==> src/rtl/hazard_scoreboard_if.sv <==
// Decode-to-scoreboard bundle: issue request, flush, and the stall/accept/busy status returned.
interface hazard_scoreboard_if #(
  parameter int unsigned NUM_REGS = 16,
  parameter int unsigned REG_AW   = 4
);
  logic              issue_valid;
  logic [REG_AW-1:0] issue_rs;
  logic [REG_AW-1:0] issue_rt;
  logic [REG_AW-1:0] issue_rd;
  logic              uses_rs;
  logic              uses_rt;
  logic              rd_we;
  logic              flush;
  logic              stall;
  logic              issue_accept;
  logic [NUM_REGS-1:0] busy_vec;
  logic [15:0]       stall_count;

  modport master (
    output issue_valid, issue_rs, issue_rt, issue_rd, uses_rs, uses_rt, rd_we, flush,
    input  stall, issue_accept, busy_vec, stall_count
  );

  modport slave (
    input  issue_valid, issue_rs, issue_rt, issue_rd, uses_rs, uses_rt, rd_we, flush,
    output stall, issue_accept, busy_vec, stall_count
  );
endinterface

==> src/rtl/hazard_scoreboard.sv <==
// RAW hazard scoreboard: one shift-register of in-flight writes per architectural register,
// raising a decode stall while a non-forwardable producer of a source is still in flight.
module hazard_scoreboard #(
  parameter int unsigned       NUM_REGS    = 16,
  parameter int unsigned       REG_AW      = 4,
  parameter int unsigned       WB_LAT      = 3,
  parameter logic [WB_LAT-1:0] FWD_MASK    = '0,
  parameter int unsigned       FLUSH_DEPTH = 1,
  parameter bit                ZERO_REG_EN = 1'b1
) (
  input  logic                clk,
  input  logic                rst,
  hazard_scoreboard_if.slave  sb_io
);

  // Stages 0..FLUSH_DEPTH-1 hold the youngest writes, which a flush squashes.
  localparam logic [WB_LAT-1:0] FlushMask = WB_LAT'((64'd1 << FLUSH_DEPTH) - 64'd1);

  logic [NUM_REGS-1:0] busy;
  logic [NUM_REGS-1:0] hit_rs;
  logic [NUM_REGS-1:0] hit_rt;
  logic                stall;
  logic                accept;
  logic                record;
  logic [15:0]         stall_count_q;
  logic [15:0]         stall_count_d;

  for (genvar r = 0; r < NUM_REGS; r++) begin : g_reg
    localparam bit Tracked = !(ZERO_REG_EN && (r == 0));
    logic [WB_LAT-1:0] pend_q;

    if (Tracked) begin : g_trk
      logic [WB_LAT-1:0] pend_d;

      always_comb begin
        pend_d    = pend_q & ~(sb_io.flush ? FlushMask : '0);
        pend_d    = pend_d << 1;
        pend_d[0] = record & (sb_io.issue_rd == REG_AW'(r));
      end

      always_ff @(posedge clk or posedge rst) begin
        if (rst) begin
          pend_q <= '0;
        end else begin
          pend_q <= pend_d;
        end
      end
    end else begin : g_zero
      assign pend_q = '0;
    end

    assign busy[r]   = |pend_q;
    // Out-of-range source addresses match no entry and therefore never stall.
    assign hit_rs[r] = (sb_io.issue_rs == REG_AW'(r)) & (|(pend_q & ~FWD_MASK));
    assign hit_rt[r] = (sb_io.issue_rt == REG_AW'(r)) & (|(pend_q & ~FWD_MASK));
  end

  assign stall  = sb_io.issue_valid & ((sb_io.uses_rs & (|hit_rs)) | (sb_io.uses_rt & (|hit_rt)));
  assign accept = sb_io.issue_valid & ~stall & ~sb_io.flush;
  assign record = accept & sb_io.rd_we;

  always_comb begin
    stall_count_d = stall_count_q;
    if (stall && (stall_count_q != 16'hFFFF)) begin
      stall_count_d = stall_count_q + 16'd1;
    end
  end

  always_ff @(posedge clk or posedge rst) begin
    if (rst) begin
      stall_count_q <= '0;
    end else begin
      stall_count_q <= stall_count_d;
    end
  end

  assign sb_io.stall        = stall;
  assign sb_io.issue_accept = accept;
  assign sb_io.busy_vec     = busy;
  assign sb_io.stall_count  = stall_count_q;

endmodule

==> src/flat_wrapper.sv <==
// flat-port wrapper written by rule: the top's interface ports become plain ports
module hazard_scoreboard_flat 
#(
  parameter int unsigned       NUM_REGS    = 16,
  parameter int unsigned       REG_AW      = 4,
  parameter int unsigned       WB_LAT      = 3,
  parameter logic [WB_LAT-1:0] FWD_MASK    = '0,
  parameter int unsigned       FLUSH_DEPTH = 1,
  parameter bit                ZERO_REG_EN = 1'b1
)
  (clk, rst, sb_io_issue_valid, sb_io_issue_rs, sb_io_issue_rt, sb_io_issue_rd, sb_io_uses_rs, sb_io_uses_rt, sb_io_rd_we, sb_io_flush, sb_io_stall, sb_io_issue_accept, sb_io_busy_vec, sb_io_stall_count);
  hazard_scoreboard_if #(.NUM_REGS(NUM_REGS), .REG_AW(REG_AW)) sb_io_i ();
  input  logic clk;
  input  logic rst;
  input wire logic [$bits(sb_io_i.issue_valid)-1:0] sb_io_issue_valid;
  input wire logic [$bits(sb_io_i.issue_rs)-1:0] sb_io_issue_rs;
  input wire logic [$bits(sb_io_i.issue_rt)-1:0] sb_io_issue_rt;
  input wire logic [$bits(sb_io_i.issue_rd)-1:0] sb_io_issue_rd;
  input wire logic [$bits(sb_io_i.uses_rs)-1:0] sb_io_uses_rs;
  input wire logic [$bits(sb_io_i.uses_rt)-1:0] sb_io_uses_rt;
  input wire logic [$bits(sb_io_i.rd_we)-1:0] sb_io_rd_we;
  input wire logic [$bits(sb_io_i.flush)-1:0] sb_io_flush;
  output wire logic [$bits(sb_io_i.stall)-1:0] sb_io_stall;
  output wire logic [$bits(sb_io_i.issue_accept)-1:0] sb_io_issue_accept;
  output wire logic [$bits(sb_io_i.busy_vec)-1:0] sb_io_busy_vec;
  output wire logic [$bits(sb_io_i.stall_count)-1:0] sb_io_stall_count;
  assign sb_io_i.issue_valid = sb_io_issue_valid;
  assign sb_io_i.issue_rs = sb_io_issue_rs;
  assign sb_io_i.issue_rt = sb_io_issue_rt;
  assign sb_io_i.issue_rd = sb_io_issue_rd;
  assign sb_io_i.uses_rs = sb_io_uses_rs;
  assign sb_io_i.uses_rt = sb_io_uses_rt;
  assign sb_io_i.rd_we = sb_io_rd_we;
  assign sb_io_i.flush = sb_io_flush;
  assign sb_io_stall = sb_io_i.stall;
  assign sb_io_issue_accept = sb_io_i.issue_accept;
  assign sb_io_busy_vec = sb_io_i.busy_vec;
  assign sb_io_stall_count = sb_io_i.stall_count;
  hazard_scoreboard #(.NUM_REGS(NUM_REGS), .REG_AW(REG_AW), .WB_LAT(WB_LAT), .FWD_MASK(FWD_MASK), .FLUSH_DEPTH(FLUSH_DEPTH), .ZERO_REG_EN(ZERO_REG_EN)) u_core (.clk(clk), .rst(rst), .sb_io(sb_io_i));
endmodule
==> config.mk <==
export PLATFORM = sky130hd
export DESIGN_NAME = hazard_scoreboard_flat
export DESIGN_NICKNAME = d
export VERILOG_FILES = /design/src/rtl/hazard_scoreboard_if.sv /design/src/rtl/hazard_scoreboard.sv /design/src/flat_wrapper.sv
export SDC_FILE = /design/constraint.sdc
export NUM_CORES = 1
export LEC_CHECK = 0
export ABC_AREA = 1
export CORE_UTILIZATION = 40
export CTS_CLUSTER_SIZE = 25
export DETAILED_ROUTE_END_ITERATION = 12
export PLACE_DENSITY = 0.68
export SYNTH_ARGS = -nofsm -noshare
export SYNTH_HDL_FRONTEND = slang
export SYNTH_SLANG_ARGS = --single-unit
==> constraint.sdc <==
create_clock -name clk -period 2.57 [get_ports clk]
set_clock_uncertainty 0.15 [all_clocks]
set_input_delay 0.257 -clock clk [delete_from_list [all_inputs] [get_ports clk]]
set_output_delay 0.257 -clock clk [all_outputs]
set_load 0.01 [all_outputs]
==> metrics <==
HPWL Detailed=4956 microns; Placer Congestion=0.8388; total gr overflow=0; Final Core Density=53.46%; Tot GR Track Use=19.63%; Post-Syn Instances=375; Final min period=2398 ps; Synth warnings=0; number of max-cap violations=0; Period Utilization, post-route=93.32%; worst reg2reg path depth=9; overall power=2.056 mW; port bufs=51; RSZ-0062 raised after global routing=no; Worst Setup End Kind=output port; mean post-synth cell area=7.984 sq um; first-pass GRT wire length=11520 microns; Clock transition at path regs=80 ps; DRC viols=0; First-pass DRT Iterations=4; fillers=692; CTS tree=yes; min-delay worst type=in2async; PwrDens=530.2 nW/um^2; CP Class=reg2out; routed vias=2527; Boundary Pins=53; Mapped Area=2994 sq um; number of global-route vias before repair=2508; Leak Pwr=2.123 nW; FMAX=416.9 MHz; CP Launch Type=register; Final Max Slew Viols=0; worst-margin pin slew=532.4 ps; CTS sink cnt=61; Seq/Total Area, Yosys=50.98%; Core ar.=7253 sq um; final number of hold-violating endpoints=0; largest net degree at the start of global routing=27; H-tree Lvls=3; Slew HR=64.45%; Vert. Die Dim=88.52 microns; vias per cell=4.688; Routed Wire Length=6891 microns; fin worst setup slack=171.6 ps; # rows=31; Syn-to-layout area delta=29.50%; Ant. Diodes=0; initial antenna violation count=0; clk buf depth=2; starting density of the core=41.28%; Die Area=7835 sq um; crit path DAT=1990 ps; share of layout cells above drive strength 1=11.36%; status=finished, final reports clean; Netlist cell types=26; VDD IR max=0.0002472 V; DIE WIDTH=88.52 microns; CTS root buffer=clkbuf_8; routed len/inst=12.78 microns; initial DRC count=135; post-synthesis register bit count=61; DP Worst Slack=-192.2 ps; final setup violation count=0; clock buffer count from CTS=9; Detail Route Antenna Nets=0; CP Data Required Time=2160 ps; Synth Net Count=395; fin nets=455; clock insertion delay at the later pin of the skew report=340 ps; critical path fanouts, max=3
==> path summary, 6_finish.rpt <==
kind | slack [ps] | end | startpoint
worst max-delay path | 170 | sb_io_issue_accept | u_core.g_reg[11].pend_q[1]$_DFF_PP0_
worst min-delay path | 130 | u_core.sb_io.stall_count[4]$_DFFE_PP0P_ | rst
worst max register to register | 450 | u_core.sb_io.stall_count[15]$_DFFE_PP0P_ | u_core.sb_io.stall_count[0]$_DFFE_PP0P_
worst min register to register | 230 | u_core.g_reg[8].pend_q[2]$_DFF_PP0_ | u_core.g_reg[8].pend_q[1]$_DFF_PP0_
max in group asynchronous | 1540 | u_core.g_reg[8].pend_q[1]$_DFF_PP0_ | rst
min in group clk | 230 | u_core.g_reg[8].pend_q[2]$_DFF_PP0_ | u_core.g_reg[8].pend_q[1]$_DFF_PP0_
==> area by class of cell <==
| cell class | count | area, sq um | share of cell area [%] |
|---|---|---|---|
| Multi-Input combinational cell | 261 | 1276 | 32.91 |
| Sequential cell | 61 | 1526 | 39.37 |
| Timing Repair Buffer | 57 | 575.6 | 14.84 |
| Tap cell | 99 | 123.9 | 3.195 |
| Clock inverter | 6 | 68.82 | 1.775 |
| Clock buffer | 10 | 137.6 | 3.550 |
| Inverter | 45 | 168.9 | 4.356 |
==> cell usage in the layout, fill, tap and decap left out, types with 2 or more instances in the layout <==
| cell | instances |
|---|---|
| nand4_1 | 20 |
| xor2_1 | 8 |
| nor3_2 | 2 |
| nand4_2 | 3 |
| nor2_4 | 4 |
| clkbuf_8 | 10 |
| buf_4 | 5 |
| nand2_1 | 98 |
| nand3_1 | 17 |
| clkdlybuf4s50_1 | 47 |
| inv_6 | 2 |
| o21ai_2 | 2 |
| nand2_2 | 5 |
| dfrtp_1 | 61 |
| nor2_2 | 4 |
| nor2_1 | 86 |
| inv_1 | 41 |
| dlymetal6s2s_1 | 3 |
| inv_2 | 4 |
| xnor2_1 | 6 |
==> Yosys cell counts <==
master	instances	share of area, %
inv_1	42	5.3
buf_4	1	0.25
nand3_1	17	2.8
nand4_2	3	1.3
buf_1	1	0.13
buf_2	3	0.50
nand2_1	98	12
nor2_1	91	11
nor2_2	1	0.21
clkbuf_1	2	0.25
nand2_4	1	0.38
nand3_4	1	0.59
nand4_1	20	4.2
o21ai_2	2	0.59
nor2_4	2	0.75
buf_6	1	0.38
xor2_1	8	2.3
nand3_2	1	0.33
conb_1	1	0.13
nand2_2	5	1.0
ha_1	1	0.42
dfrtp_1	61	51
nand4_4	1	0.71
nor3_2	2	0.67
xnor2_1	6	1.8
inv_2	3	0.38
==> report_power, final <==
part,internal (mW),switching [mW]
Clock,0.480,0.397
Sequential,0.974,0.0161
Combinational,0.0804,0.108
Total,1.53,0.522
==> state kept, by name (all words and copies together) (netlist names) <==
name                      cells
u_core.g.pend_q              45
u_core.sb_io.stall_count     16
==> worst max-delay path, stage by stage, from the launching register on <==
cell and delay [ps]:
dfrtp_1 380, nor2_1 100, nand2_1 140, nand2_1 110
nand2_1 50, nor2_1 100, nand2_1 100, o21ai_2 210
nand2_4 90, nor3_2 100, clkdlybuf4s15_1 260
==> repair_timing <==
action,4_1_cts,5_1_grt
hold buffers,0,0
endpoints found under the setup margin,2,2
gates resized for setup,6,6
setup buffers,0,0
cloned,0,0
==> per-layer routing <==
metal	global-route usage (%)	vias up	wire length (microns)
met1	26.07	1191	3341
li1	-	1281	-
met4	8.358	0	94
met3	4.571	7	241
met2	30.91	48	3214
met5	0	-	0
==> through the flow <==
stage / instance area [sq um] / hold WS, ps / cells / TNS, ps
floorplan: 2994 / 204.3 / 375 / 0
global placement: 3641 / 205.9 / 523 / -217.9
detailed placement: 3641 / 214.6 / 523 / -277.1
CTS: 3859 / 144.9 / 539 / -87.01
global route: 3877 / 172.9 / 539 / 0
finish: 3877 / 134.0 / 539 / 0
==> logic make-up (layout without fill, tap and decap cells) <==
kind of cell / count (synthesis) / count (layout) / synth area share [%]
xor gates and xnor gates: 14 / 14 / 4.095
adders and majority gates: 1 / 1 / 0.4178
DFF: 61 / 61 / 50.98
buffers and inverters: 53 / 118 / 7.146
and+or+nand+nor: 243 / 243 / 36.65
other: 1 / 1 / 0.1252
AOI/OAI and AO/OA: 2 / 2 / 0.5851
Note: power is estimated with default switching activity, not from simulation.
